===== src/rtl/regwrite_pkg.sv =====
// Shared defaults and types for the register-file write-port arbiter.
package regwrite_pkg;
  localparam int DATA_W_DEF    = 16;
  localparam int ADDR_W_DEF    = 4;
  localparam int NREGS_DEF     = 16;
  localparam int MAX_LOADS_DEF = 2;

  // Source selected for the write-port this cycle
  typedef enum logic [1:0] {
    WB_NONE = 2'd0,
    WB_EX   = 2'd1,
    WB_LD   = 2'd2
  } wb_src_t;

  // Pointer width for a queue of the given depth (a depth of 1 still needs one bit)
  function automatic int ptr_w(input int depth);
    return (depth > 1) ? $clog2(depth) : 1;
  endfunction
endpackage


===== src/rtl/load_tag_fifo.sv =====
// In-order queue of destination registers for outstanding loads.
// Exposes every slot plus a per-slot valid vector so the top can build a busy mask.
module load_tag_fifo
  import regwrite_pkg::*;
#(
  parameter int DEPTH = MAX_LOADS_DEF,
  parameter int W     = ADDR_W_DEF,
  parameter int CW    = $clog2(DEPTH + 1)
) (
  input  logic                      clk,
  input  logic                      rst,
  input  logic                      push,
  input  logic [W-1:0]              push_data,
  input  logic                      pop,
  output logic [CW-1:0]             count,
  output logic [W-1:0]              head,
  output logic [DEPTH-1:0][W-1:0]   entries,
  output logic [DEPTH-1:0]          vld
);
  localparam int PW = ptr_w(DEPTH);

  logic [DEPTH-1:0][W-1:0] r_mem;
  logic [DEPTH-1:0]        r_vld;
  logic [PW-1:0]           r_wr;
  logic [PW-1:0]           r_rd;
  logic [CW-1:0]           r_cnt;

  // Wrap a pointer modulo DEPTH (DEPTH need not be a power of two)
  function automatic logic [PW-1:0] nxt(input logic [PW-1:0] p);
    return (p == PW'(DEPTH - 1)) ? '0 : p + PW'(1);
  endfunction

  // Queue state: push at tail, pop at head; the caller never pops when empty
  // or pushes when full, so push and pop never hit the same live slot.
  always_ff @(posedge clk or posedge rst) begin
    if (rst) begin
      r_mem <= '0;
      r_vld <= '0;
      r_wr  <= '0;
      r_rd  <= '0;
      r_cnt <= '0;
    end else begin
      if (pop) begin
        r_vld[r_rd] <= 1'b0;
        r_rd        <= nxt(r_rd);
      end
      if (push) begin
        r_mem[r_wr] <= push_data;
        r_vld[r_wr] <= 1'b1;
        r_wr        <= nxt(r_wr);
      end
      case ({push, pop})
        2'b10:   r_cnt <= r_cnt + CW'(1);
        2'b01:   r_cnt <= r_cnt - CW'(1);
        default: r_cnt <= r_cnt;
      endcase
    end
  end

  assign count   = r_cnt;
  assign head    = r_mem[r_rd];
  assign entries = r_mem;
  assign vld     = r_vld;
endmodule


===== src/rtl/regwrite_arbiter.sv =====
// Single register-file write port shared by execute write-back and load returns.
// Load responses cannot be stalled, so they always win; execute writes also stall
// while their destination still has a load outstanding (keeps WAW order).
module regwrite_arbiter
  import regwrite_pkg::*;
#(
  parameter int DATA_W    = DATA_W_DEF,
  parameter int ADDR_W    = ADDR_W_DEF,
  parameter int NREGS     = NREGS_DEF,
  parameter int MAX_LOADS = MAX_LOADS_DEF
) (
  input  logic              clk,
  input  logic              rst,
  input  logic              ex_valid,
  output logic              ex_ready,
  input  logic [ADDR_W-1:0] ex_addr,
  input  logic [DATA_W-1:0] ex_data,
  input  logic              ld_issue,
  input  logic [ADDR_W-1:0] ld_issue_addr,
  output logic              ld_issue_ready,
  input  logic              ld_resp_valid,
  input  logic [DATA_W-1:0] ld_resp_data,
  output logic              rf_we,
  output logic [ADDR_W-1:0] rf_waddr,
  output logic [DATA_W-1:0] rf_wdata,
  output logic [NREGS-1:0]  busy_mask,
  output logic              err_spurious
);
  localparam int CW = $clog2(MAX_LOADS + 1);

  logic [CW-1:0]                     w_cnt;
  logic [ADDR_W-1:0]                 w_head;
  logic [MAX_LOADS-1:0][ADDR_W-1:0]  w_entries;
  logic [MAX_LOADS-1:0]              w_vld;
  logic                              w_ld_win;
  logic                              w_spur;
  logic                              w_push;
  logic                              w_ex_acc;
  wb_src_t                           w_src;

  logic              r_rf_we;
  logic [ADDR_W-1:0] r_rf_waddr;
  logic [DATA_W-1:0] r_rf_wdata;
  logic              r_err;

  load_tag_fifo #(
    .DEPTH (MAX_LOADS),
    .W     (ADDR_W),
    .CW    (CW)
  ) u_tags (
    .clk       (clk),
    .rst       (rst),
    .push      (w_push),
    .push_data (ld_issue_addr),
    .pop       (w_ld_win),
    .count     (w_cnt),
    .head      (w_head),
    .entries   (w_entries),
    .vld       (w_vld)
  );

  // A response only counts as a load write when there is a tag to retire
  assign w_ld_win       = ld_resp_valid && (w_cnt != '0);
  assign w_spur         = ld_resp_valid && (w_cnt == '0);
  // Room is judged on the registered count; a same-cycle pop does not help
  assign ld_issue_ready = (w_cnt < CW'(MAX_LOADS));
  assign w_push         = ld_issue && ld_issue_ready;
  assign ex_ready       = !w_ld_win && !busy_mask[ex_addr];
  assign w_ex_acc       = ex_valid && ex_ready;

  // Busy mask: OR of one-hot decodes of every live tag (duplicates allowed)
  always_comb begin
    busy_mask = '0;
    for (int i = 0; i < MAX_LOADS; i++) begin
      if (w_vld[i]) busy_mask[w_entries[i]] = 1'b1;
    end
  end

  // Pick the write-port source: load return first, then execute
  always_comb begin
    w_src = WB_NONE;
    if (w_ld_win)      w_src = WB_LD;
    else if (w_ex_acc) w_src = WB_EX;
  end

  // Registered write port; address/data hold when nothing is written
  always_ff @(posedge clk or posedge rst) begin
    if (rst) begin
      r_rf_we    <= 1'b0;
      r_rf_waddr <= '0;
      r_rf_wdata <= '0;
    end else begin
      case (w_src)
        WB_LD: begin
          r_rf_we    <= 1'b1;
          r_rf_waddr <= w_head;
          r_rf_wdata <= ld_resp_data;
        end
        WB_EX: begin
          r_rf_we    <= 1'b1;
          r_rf_waddr <= ex_addr;
          r_rf_wdata <= ex_data;
        end
        default: r_rf_we <= 1'b0;
      endcase
    end
  end

  // Sticky flag for a load response with no outstanding load
  always_ff @(posedge clk or posedge rst) begin
    if (rst)         r_err <= 1'b0;
    else if (w_spur) r_err <= 1'b1;
  end

  assign rf_we        = r_rf_we;
  assign rf_waddr     = r_rf_waddr;
  assign rf_wdata     = r_rf_wdata;
  assign err_spurious = r_err;
endmodule

===== config.mk =====
export PLATFORM = sky130hd
export DESIGN_NAME = regwrite_arbiter
export DESIGN_NICKNAME = d
export VERILOG_FILES = /design/src/rtl/regwrite_pkg.sv /design/src/rtl/load_tag_fifo.sv /design/src/rtl/regwrite_arbiter.sv
export SDC_FILE = /design/constraint.sdc
export NUM_CORES = 1
export LEC_CHECK = 0
export ABC_AREA = 1
export CORE_ASPECT_RATIO = 1.5
export CORE_MARGIN = 5
export CORE_UTILIZATION = 49
export DETAILED_ROUTE_END_ITERATION = 10
export HOLD_SLACK_MARGIN = 0.15
export PLACE_DENSITY = 0.85
export SKIP_CTS_REPAIR_TIMING = 1
export SLEW_MARGIN = 20
export SYNTH_ARGS = -nofsm -noshare
export SYNTH_HDL_FRONTEND = slang
export SYNTH_SLANG_ARGS = --single-unit

===== constraint.sdc =====
create_clock -name clk -period 6.03 [get_ports clk]
set_input_delay 1.206 -clock clk [delete_from_list [all_inputs] [get_ports clk]]
set_output_delay 1.206 -clock clk [all_outputs]
set_load 0.02 [all_outputs]

==> results.cfg, run 1 <==
[run_status]
status = completed

[logic_synthesis]
yosys.area_share.simple = 0.4569
synth-compound-area-share = 0.04234
syn-num-nets = 399
synth_area_per_cell_um2 = 6.781
synthMuxAreaShare = 0
seq_area_frac_synth = 0.3764
synth-xor-area-share = 0.007318
synth_top_family_by_area = simple AND/OR/NAND/NOR gates
ys_types = 25
synthesis.area_um2 = 2394
ys_warn_count = 0
ys_ff_latch = 36
synth_fa_ha_area_frac = 0.005227
syn_inst = 353

[placement]
hpwl_um = 5586
dpl_cell_area_um2 = 3229
gp_congestion = 0.8819
port_buffers = 84

[sta]
fin_crit_sh = 0.7733
rsz0062_at_grt = false
worst_slew_pin_slew_ps = 830.9
slew_headroom = 0.4443
fmax_ghz = 0.2145
hold_viol_final = 0
slew_viol_final = 0
layout_min_cycle_time_ps = 4663
setup_violations = 0
setup-tns-final_ps = 0
whs_ps = 477.0
fin_worst_skew_ps = 9.961

[routing]
vias = 2546
dr.pass1.iters = 4
viasPerCell = 5.112
drtIter0Drc = 185
drcViolationCount = 0
avgRoutedWirePerCell_um = 14.40
totalWireLength_um = 7171
postRouteAntennaNets = 0

[final_layout]
fill_cells = 417
regArea_um2 = 900.9
drive_above_1_share = 0.09028
final_area_um2 = 3319
layout_common_cells = nand2_1, nand3_1, clkdlybuf4s50_1, dfrtp_1, inv_1
layout_commonest_cell = nand2_1
antenna_cells = 0
syn2layout_area_growth_pct = 38.68
nets = 477
multi_input_area_um2 = 1225

[min_path]
hold_depth = 1
holdPathEnd = err_spurious
hp-start = err_spurious
hold_class = flop to flop

[power]
ir_worst_vdd_mv = 0.2814
power_leakage_uw = 0.001718
total_power_uw = 1445
powerDensity_nw_per_um2 = 435.2

[critical_path]
required_ps = 4820
slowest_delay_ps = 640
cp_max_fo = 20
worstPathCellList = clkdlybuf4s50_1, inv_2, nand3_1, nand3_1, nand3_1, nand3_2, nand2_1, nor2_2, buf_4, clkdlybuf4s50_1
start_kind = primary input
critPathCaptureType = primary output
worst-setup-path-type = primary input to primary output
r2r-start = u_tags.vld[0]
worst-path-buf-inv = 4
r2r_slack_ps = 3790
rr_worst_depth = 11
crit_path_frequent_cell = nand3_1
r2r_end = rf_wdata[10]
cp.arrival_ps = 3460
critical-path-slowest-cell = clkdlybuf4s50_1
critical-path-top-delay-family = buffers and inverters

[floorplanning]
fp.dieArea_um2 = 6411
rows = 31
ios = 85
core_area_um2 = 4771
initial_core_util = 0.5017
die_y_um = 95.60
die_x_um = 67.07

[grt]
grt-ovfl-total = 0
antenna_found_initial = 0
grt_pass1_vias = 2508
grt_pass1_wl_um = 11530
grt_busiest_layer = met2
grt_max_degree = 42
track_usage = 0.2357
grtUsageMet1 = 0.2713
met2_usage = 0.4126
use_met3 = 0.04245

[cts]
clock_latency_ps = 290
root_buffer = clkbuf_8
numCtsBuffers = 5
numClockSinks = 36
cts_buffer_depth = 2
htree_levels = 2
clk_pin_slew_ps = 60
cts_tree = done

[run]
cap_viol_max_count = 0
worst max path at each step:
stage	startpoint	to	cells past startpoint
3_3_place_gp	ex_addr[0]	ex_ready	10
4_1_cts	ex_addr[0]	ex_ready	10
3_5_place_dp	ex_addr[0]	ex_ready	10
6_report	ex_addr[0]	ex_ready	10
5_1_grt	ex_addr[0]	ex_ready	10
2_1_floorplan	ex_addr[0]	ex_ready	9
registers in the layout, summed over array words and instances (netlist names):
name / flops
u_tags.count: 2
u_tags.vld: 2
u_tags.entries: 8
u_tags.r_wr: 1
err_spurious: 1
rf_we: 1
rf_wdata: 16
rf_waddr: 4
u_tags.r_rd: 1
area by class of cell:
| type | instances | share of cell area |
|---|---|---|
| clock buffer | 8 | 0.02714 |
| inverter | 42 | 0.04749 |
| multi-input combinational | 259 | 0.3690 |
| sequential | 36 | 0.2714 |
| tap | 66 | 0.02488 |
| timing repair buffer | 87 | 0.2601 |
cell usage after synthesis (all sizes together):
cell type	n	area (µm²)
xor2	1	8.760
nand3	88	455.4
a21oi	1	5.000
nand4	3	33.78
clkbuf	7	26.28
dfrtp	36	900.9
a21o	1	7.510
o21ai	10	53.80
nand2	130	488.0
nor3	2	20.02
xnor2	1	8.760
nor2	15	83.83
buf	9	83.82
or2	2	12.51
o22a	4	35.03
ha	1	12.51
inv	42	157.7
logic make-up after synthesis:
logic type / after synthesis
compound gates: 16
xor+xnor: 2
fa+ha+maj: 1
buf+inv: 58
flops: 36
simple gates: 240
through the flow:
stage          setup slack, ps  cells    util
2_1_floorplan             2632    353       -
3_3_place_gp              1470    490  0.6769
3_5_place_dp              1427    490  0.6769
4_1_cts                   1413    498  0.6958
5_1_grt                   1211    498  0.6958
6_report                  1367    498  0.6958
worst register-to-register path, stage by stage (launching register included):
cell and delay (ps):
dfrtp_1 570, inv_1 140, nor3_2 260, nand2_1 130, nand3_1 110, nand3_1 90, nand3_1 110, nand3_2 110
nand4_4 340, nand2_1 130, nand2_1 100, nand2_1 50
layer usage:
layer | wire length [µm] | vias to the layer above
met4 | 242 | 0
met5 | 0 | -
met1 | 2735 | 1149
met2 | 3820 | 90
met3 | 373 | 24
li1 | - | 1283
where the power goes:
part           leakage [µW]  internal, µW  switching, µW
logic               0.00124           332            470
registers          0.000429           353            111
clock network     0.0000455          93.2           84.3
(Power assumes the default switching activity.)
==> run 2: changes to the inputs <==
Settings changed: CORE_UTILIZATION 49 to 45, PLACE_DENSITY 0.85 to 0.79.
Clock period 6.03 ns to 4.85 ns, I/O delays scaled along.
==> run 2 against run 1 <==
  * Global-route usage decreased by 2.1 points
  * First-iteration DRC count is 23% lower
  * Critical endpoint unchanged
  * Register-to-register slack worse by 1100 ps
  * Wire length down 1.1%
  * Largest power group unchanged
==> results.cfg, run 2 (synthesized netlist as in run 1, its figures left out) <==
[run_status]
status = completed

[placement]
port_buffers = 84
hpwl_um = 5623
gp_congestion = 0.8541
place_inst = 492
dpl_cell_area_um2 = 3232

[routing]
drtIter0Drc = 143
avgRoutedWirePerCell_um = 14.19
met2WireLength_um = 3815
vias = 2504
drcViolationCount = 0
dr_wl_met3_um = 404
totalWireLength_um = 7094
wl_met1_um = 2746
dr.max_layer_used = met4
postRouteAntennaNets = 0
viasPerCell = 5.008
dr.pass1.iters = 4

[cts]
numCtsBuffers = 5
clk_pin_slew_ps = 70
root_buffer = clkbuf_8
cts_buffer_depth = 2
htree_levels = 2
numClockSinks = 36
cts_tree = done
clock_latency_ps = 290

[min_path]
hold_class = flop to flop
hp-start = err_spurious
hold_depth = 1
holdPathEnd = err_spurious

[sta]
layout_min_cycle_time_ps = 4000
rsz0062_at_grt = false
fin_crit_sh = 0.8247
setup-tns-final_ps = 0
slew_headroom = 0.4529
slew_viol_final = 0
fin_worst_skew_ps = 6.701
hold_viol_final = 0
fmax_ghz = 0.2500
worst_slew_pin_slew_ps = 818.0
setup_violations = 0

[power]
clkPwrFrac = 0.124
powerDensity_nw_per_um2 = 535.5
power_leakage_uw = 0.001724
total_power_uw = 1780
switching_share = 0.4578
p_comb_frac = 0.553
power_switching_uw = 815.1
power_frac_seq = 0.323
internal_power_uw = 965.3
ir_worst_vdd_mv = 0.3508

[critical_path]
critical-path-slowest-cell = clkdlybuf4s50_1
crit_path_frequent_cell = nand3_1
worst-setup-path-type = primary input to primary output
required_ps = 3880
cp_max_fo = 9
cp.arrival_ps = 3030
start_kind = primary input
worstPathCellList = clkdlybuf4s50_1, inv_2, nand3_1, nand3_1, nand3_1, nand3_2, nand2_1, nor2_2, clkdlybuf4s50_1
slowest_delay_ps = 640
r2r_slack_ps = 2710
r2r-start = u_tags.vld[0]
r2r_end = rf_waddr[2]
rr_worst_depth = 11
critPathCaptureType = primary output

[final_layout]
drive_above_1_share = 0.09491
layout_common_cells = nand2_1, nand3_1, clkdlybuf4s50_1, dfrtp_1, inv_1
syn2layout_area_growth_pct = 38.89
utilization = 0.6437
instances_no_fill = 500
largest_register_ffs = 16
nets = 477
antenna_cells = 0
final_area_um2 = 3324
layout_commonest_cell = nand2_1

[grt]
track_usage = 0.2146
grt-ovfl-total = 0
grt_pass1_wl_um = 12000
antenna_found_initial = 0
grt_pass1_vias = 2485
grt_max_degree = 42

[floorplanning]
die_y_um = 99.32
core_area_um2 = 5165
initial_core_util = 0.4634
ios = 85
fp.dieArea_um2 = 6908
rows = 32
die_x_um = 69.55

[run]
cap_viol_max_count = 0
run 2: area by class of cell:
type / count / area (µm²)
Sequential cell: 36 / 900.9
Tap cell: 68 / 85.08
Inverter: 42 / 157.7
Timing Repair Buffer: 87 / 863.3
Clock buffer: 6 / 82.58
Multi-Input combinational cell: 259 / 1225
Clock inverter: 2 / 10.01
Fill cell: 481 / 1841
run 2: worst max-delay path: cells and delay by family:
family | cells | cell delay, ps
buffers and inverters | 3 | 1470
AND/OR/NAND/NOR | 6 | 580
run 2: worst max-delay path by stage:
stage               start        to  slack (ps)  cells after the start
2_1_floorplan  ex_addr[0]  ex_ready        1920                      9
3_3_place_gp   ex_addr[0]  ex_ready         880                      9
3_5_place_dp   ex_addr[0]  ex_ready         880                      9
4_1_cts        ex_addr[0]  ex_ready         870                      9
5_1_grt        ex_addr[0]  ex_ready         710                      9
6_report       ex_addr[0]  ex_ready         850                      9
run 2: power groups by stage:
stage               Sequential (µW)  Clock [µW]  Combinational [µW]
floorplan                       645           0                 529
global placement                570           0                 984
detailed placement              576           0                 992
CTS                             573         227                 997
global route                    596         238                1090
finish                          575         222                 984
run 2: metrics by stage:
stage / setup WS, ps / hold slack (ps)
after floorplan: 1924 / 464.7
after global placement: 881.9 / 437.3
after detailed placement: 876.2 / 457.5
after CTS: 866.3 / 473.1
after global routing: 707.6 / 511.7
final: 850.1 / 465.0
run 2: layer usage:
metal / vias up / GRT usage
met5: - / 0
met4: 0 / 0.07669
met3: 10 / 0.04044
met2: 78 / 0.3882
met1: 1129 / 0.2508
li1: 1287 / -
==> run 3: changes to the inputs <==
Settings changed: CORE_UTILIZATION 45 to 41, PLACE_DENSITY 0.79 to 0.76.
Clock period 4.85 ns to 3.6 ns, I/O delays scaled along.
==> run 3 against run 2 <==
  * Worst hold slack better by 0.94 ps
  * Register-to-register slack worse by 1300 ps
  * Combinational power is 35% higher
  * Clock power grew 34%
  * Flip-flop and latch count is the same
  * Largest cell class unchanged
  * Via count up 4.7%
  * First-iteration DRC count up 13%
  * Utilization down 6.2 points
  * Highest routed layer unchanged
  * Cell count rose by 1.2%
  * Count of clock-buffer cells in the layout is 2 higher
  * Clock skew fell by 1.1 ps
  * Final area increased by 0.53%
==> results.cfg, run 3 (synthesized netlist as in run 1, its figures left out) <==
[final_layout]
utilization = 0.5819
fill_cells = 562
nets = 479
instances_no_fill = 506
antenna_cells = 0
syn2layout_area_growth_pct = 39.62
layout_common_cells = nand2_1, nand3_1, clkdlybuf4s50_1, dfrtp_1, inv_1
largest_register_ffs = 16
layout_commonest_cell = nand2_1
drive_above_1_share = 0.09447

[power]
power_switching_uw = 1106
switching_share = 0.4587
total_power_uw = 2410
powerDensity_nw_per_um2 = 721.1
power_frac_seq = 0.323
internal_power_uw = 1304
clkPwrFrac = 0.124
p_comb_frac = 0.554
power_leakage_uw = 0.001732
ir_worst_vdd_mv = 0.3453

[floorplanning]
die_y_um = 103.6
fp.dieArea_um2 = 7498
rows = 34
initial_core_util = 0.4168
die_x_um = 72.39
ios = 85
core_area_um2 = 5743

[cts]
numClockSinks = 36
cts_tree = done
root_buffer = clkbuf_8
numCtsBuffers = 5
clk_pin_slew_ps = 70
htree_levels = 2
cts_buffer_depth = 2
clock_latency_ps = 290

[run_status]
status = completed

[sta]
rsz0062_at_grt = false
slew_viol_final = 0
setup_violations = 0
fin_crit_sh = 0.9129
layout_min_cycle_time_ps = 3287
setup-tns-final_ps = 0
fmax_ghz = 0.3043
worst_slew_pin_slew_ps = 559.0
whs_ps = 465.9
fin_worst_skew_ps = 5.563
slew_headroom = 0.6266
hold_viol_final = 0

[critical_path]
critPathCaptureType = primary output
cp.arrival_ps = 2570
cp_max_fo = 5
worst-setup-path-type = primary input to primary output
start_kind = primary input
required_ps = 2880

[placement]
place_inst = 497
port_buffers = 84
gp_congestion = 0.9724
hpwl_um = 5873

[routing]
avgRoutedWirePerCell_um = 14.84
vias = 2621
drtIter0Drc = 162
dr.pass1.iters = 5
totalWireLength_um = 7510
postRouteAntennaNets = 0
drcViolationCount = 0
viasPerCell = 5.180

[run]
cap_viol_max_count = 0

[grt]
antenna_found_initial = 0
grt-ovfl-total = 0
track_usage = 0.2038
grt_pass1_vias = 2387
grt_max_degree = 42
grt_pass1_wl_um = 11870

[min_path]
hold_class = flop to flop
## run 3: changes by cell type in the layout (fill, tap and decap cells not counted)
cell             delta
dlymetal6s2s_1      +1
buf_4               +1
clkinv_2            -2
clkinvlp_2          +1
clkdlybuf4s50_1     -1
clkbuf_1            +2
## run 3: per-layer routing
layer  up-vias  GRT usage  share of wire
li1       1284          -              -
met5         -          0              0
met3        33    0.04264          0.072
met4         0     0.1372          0.060
met2       139     0.3435           0.52
met1      1165     0.2222           0.35
## run 3: area by class of cell
| cell class | count | area, µm² | share of cell area |
|---|---|---|---|
| multi-input combinational | 259 | 1225 | 0.3665 |
| clock buffer | 8 | 90.09 | 0.02696 |
| timing repair buffer | 88 | 873.3 | 0.2613 |
| tap | 72 | 90.09 | 0.02696 |
| inverter | 42 | 157.7 | 0.04717 |
| sequential | 36 | 900.9 | 0.2696 |
| timing repair inverter | 1 | 5.005 | 0.001498 |
## run 3: final timing paths
kind,from,cells after the start,slack (ps),endpoint
worst min register to register,err_spurious,1,470,err_spurious
worst max-delay path,ex_addr[1],8,310,ex_ready
worst max register to register,u_tags.vld[1],11,1390,rf_waddr[1]
max in group asynchronous,rst,3,2420,rf_wdata[6]
worst min-delay path,err_spurious,1,470,err_spurious
min in group asynchronous,rst,3,860,u_tags.count[0]
## run 3: worst max-delay path, stage by stage
cell and delay [ps]:
clkdlybuf4s50_1 570, inv_1 150, nand3_1 120, nand3_1 90, nand3_2 100, nand2_1 70
nor2_2 110, clkdlybuf4s50_1 630
## run 3: power groups by stage
stage	Clock [µW]	Combinational [µW]	Sequential, µW
CTS	305	1350	777
global placement	0	1330	773
floorplan	0	713	870
detailed placement	0	1350	779
global route	322	1460	807
finish	298	1330	778
## run 3: through the flow
step | instance area [µm²] | setup WS [ps]
6_report | 3342 | 313.4
5_1_grt | 3342 | 203.7
4_1_cts | 3334 | 116.4
3_5_place_dp | 3244 | 128.7
3_3_place_gp | 3244 | 160.8
2_1_floorplan | 2394 | 1174
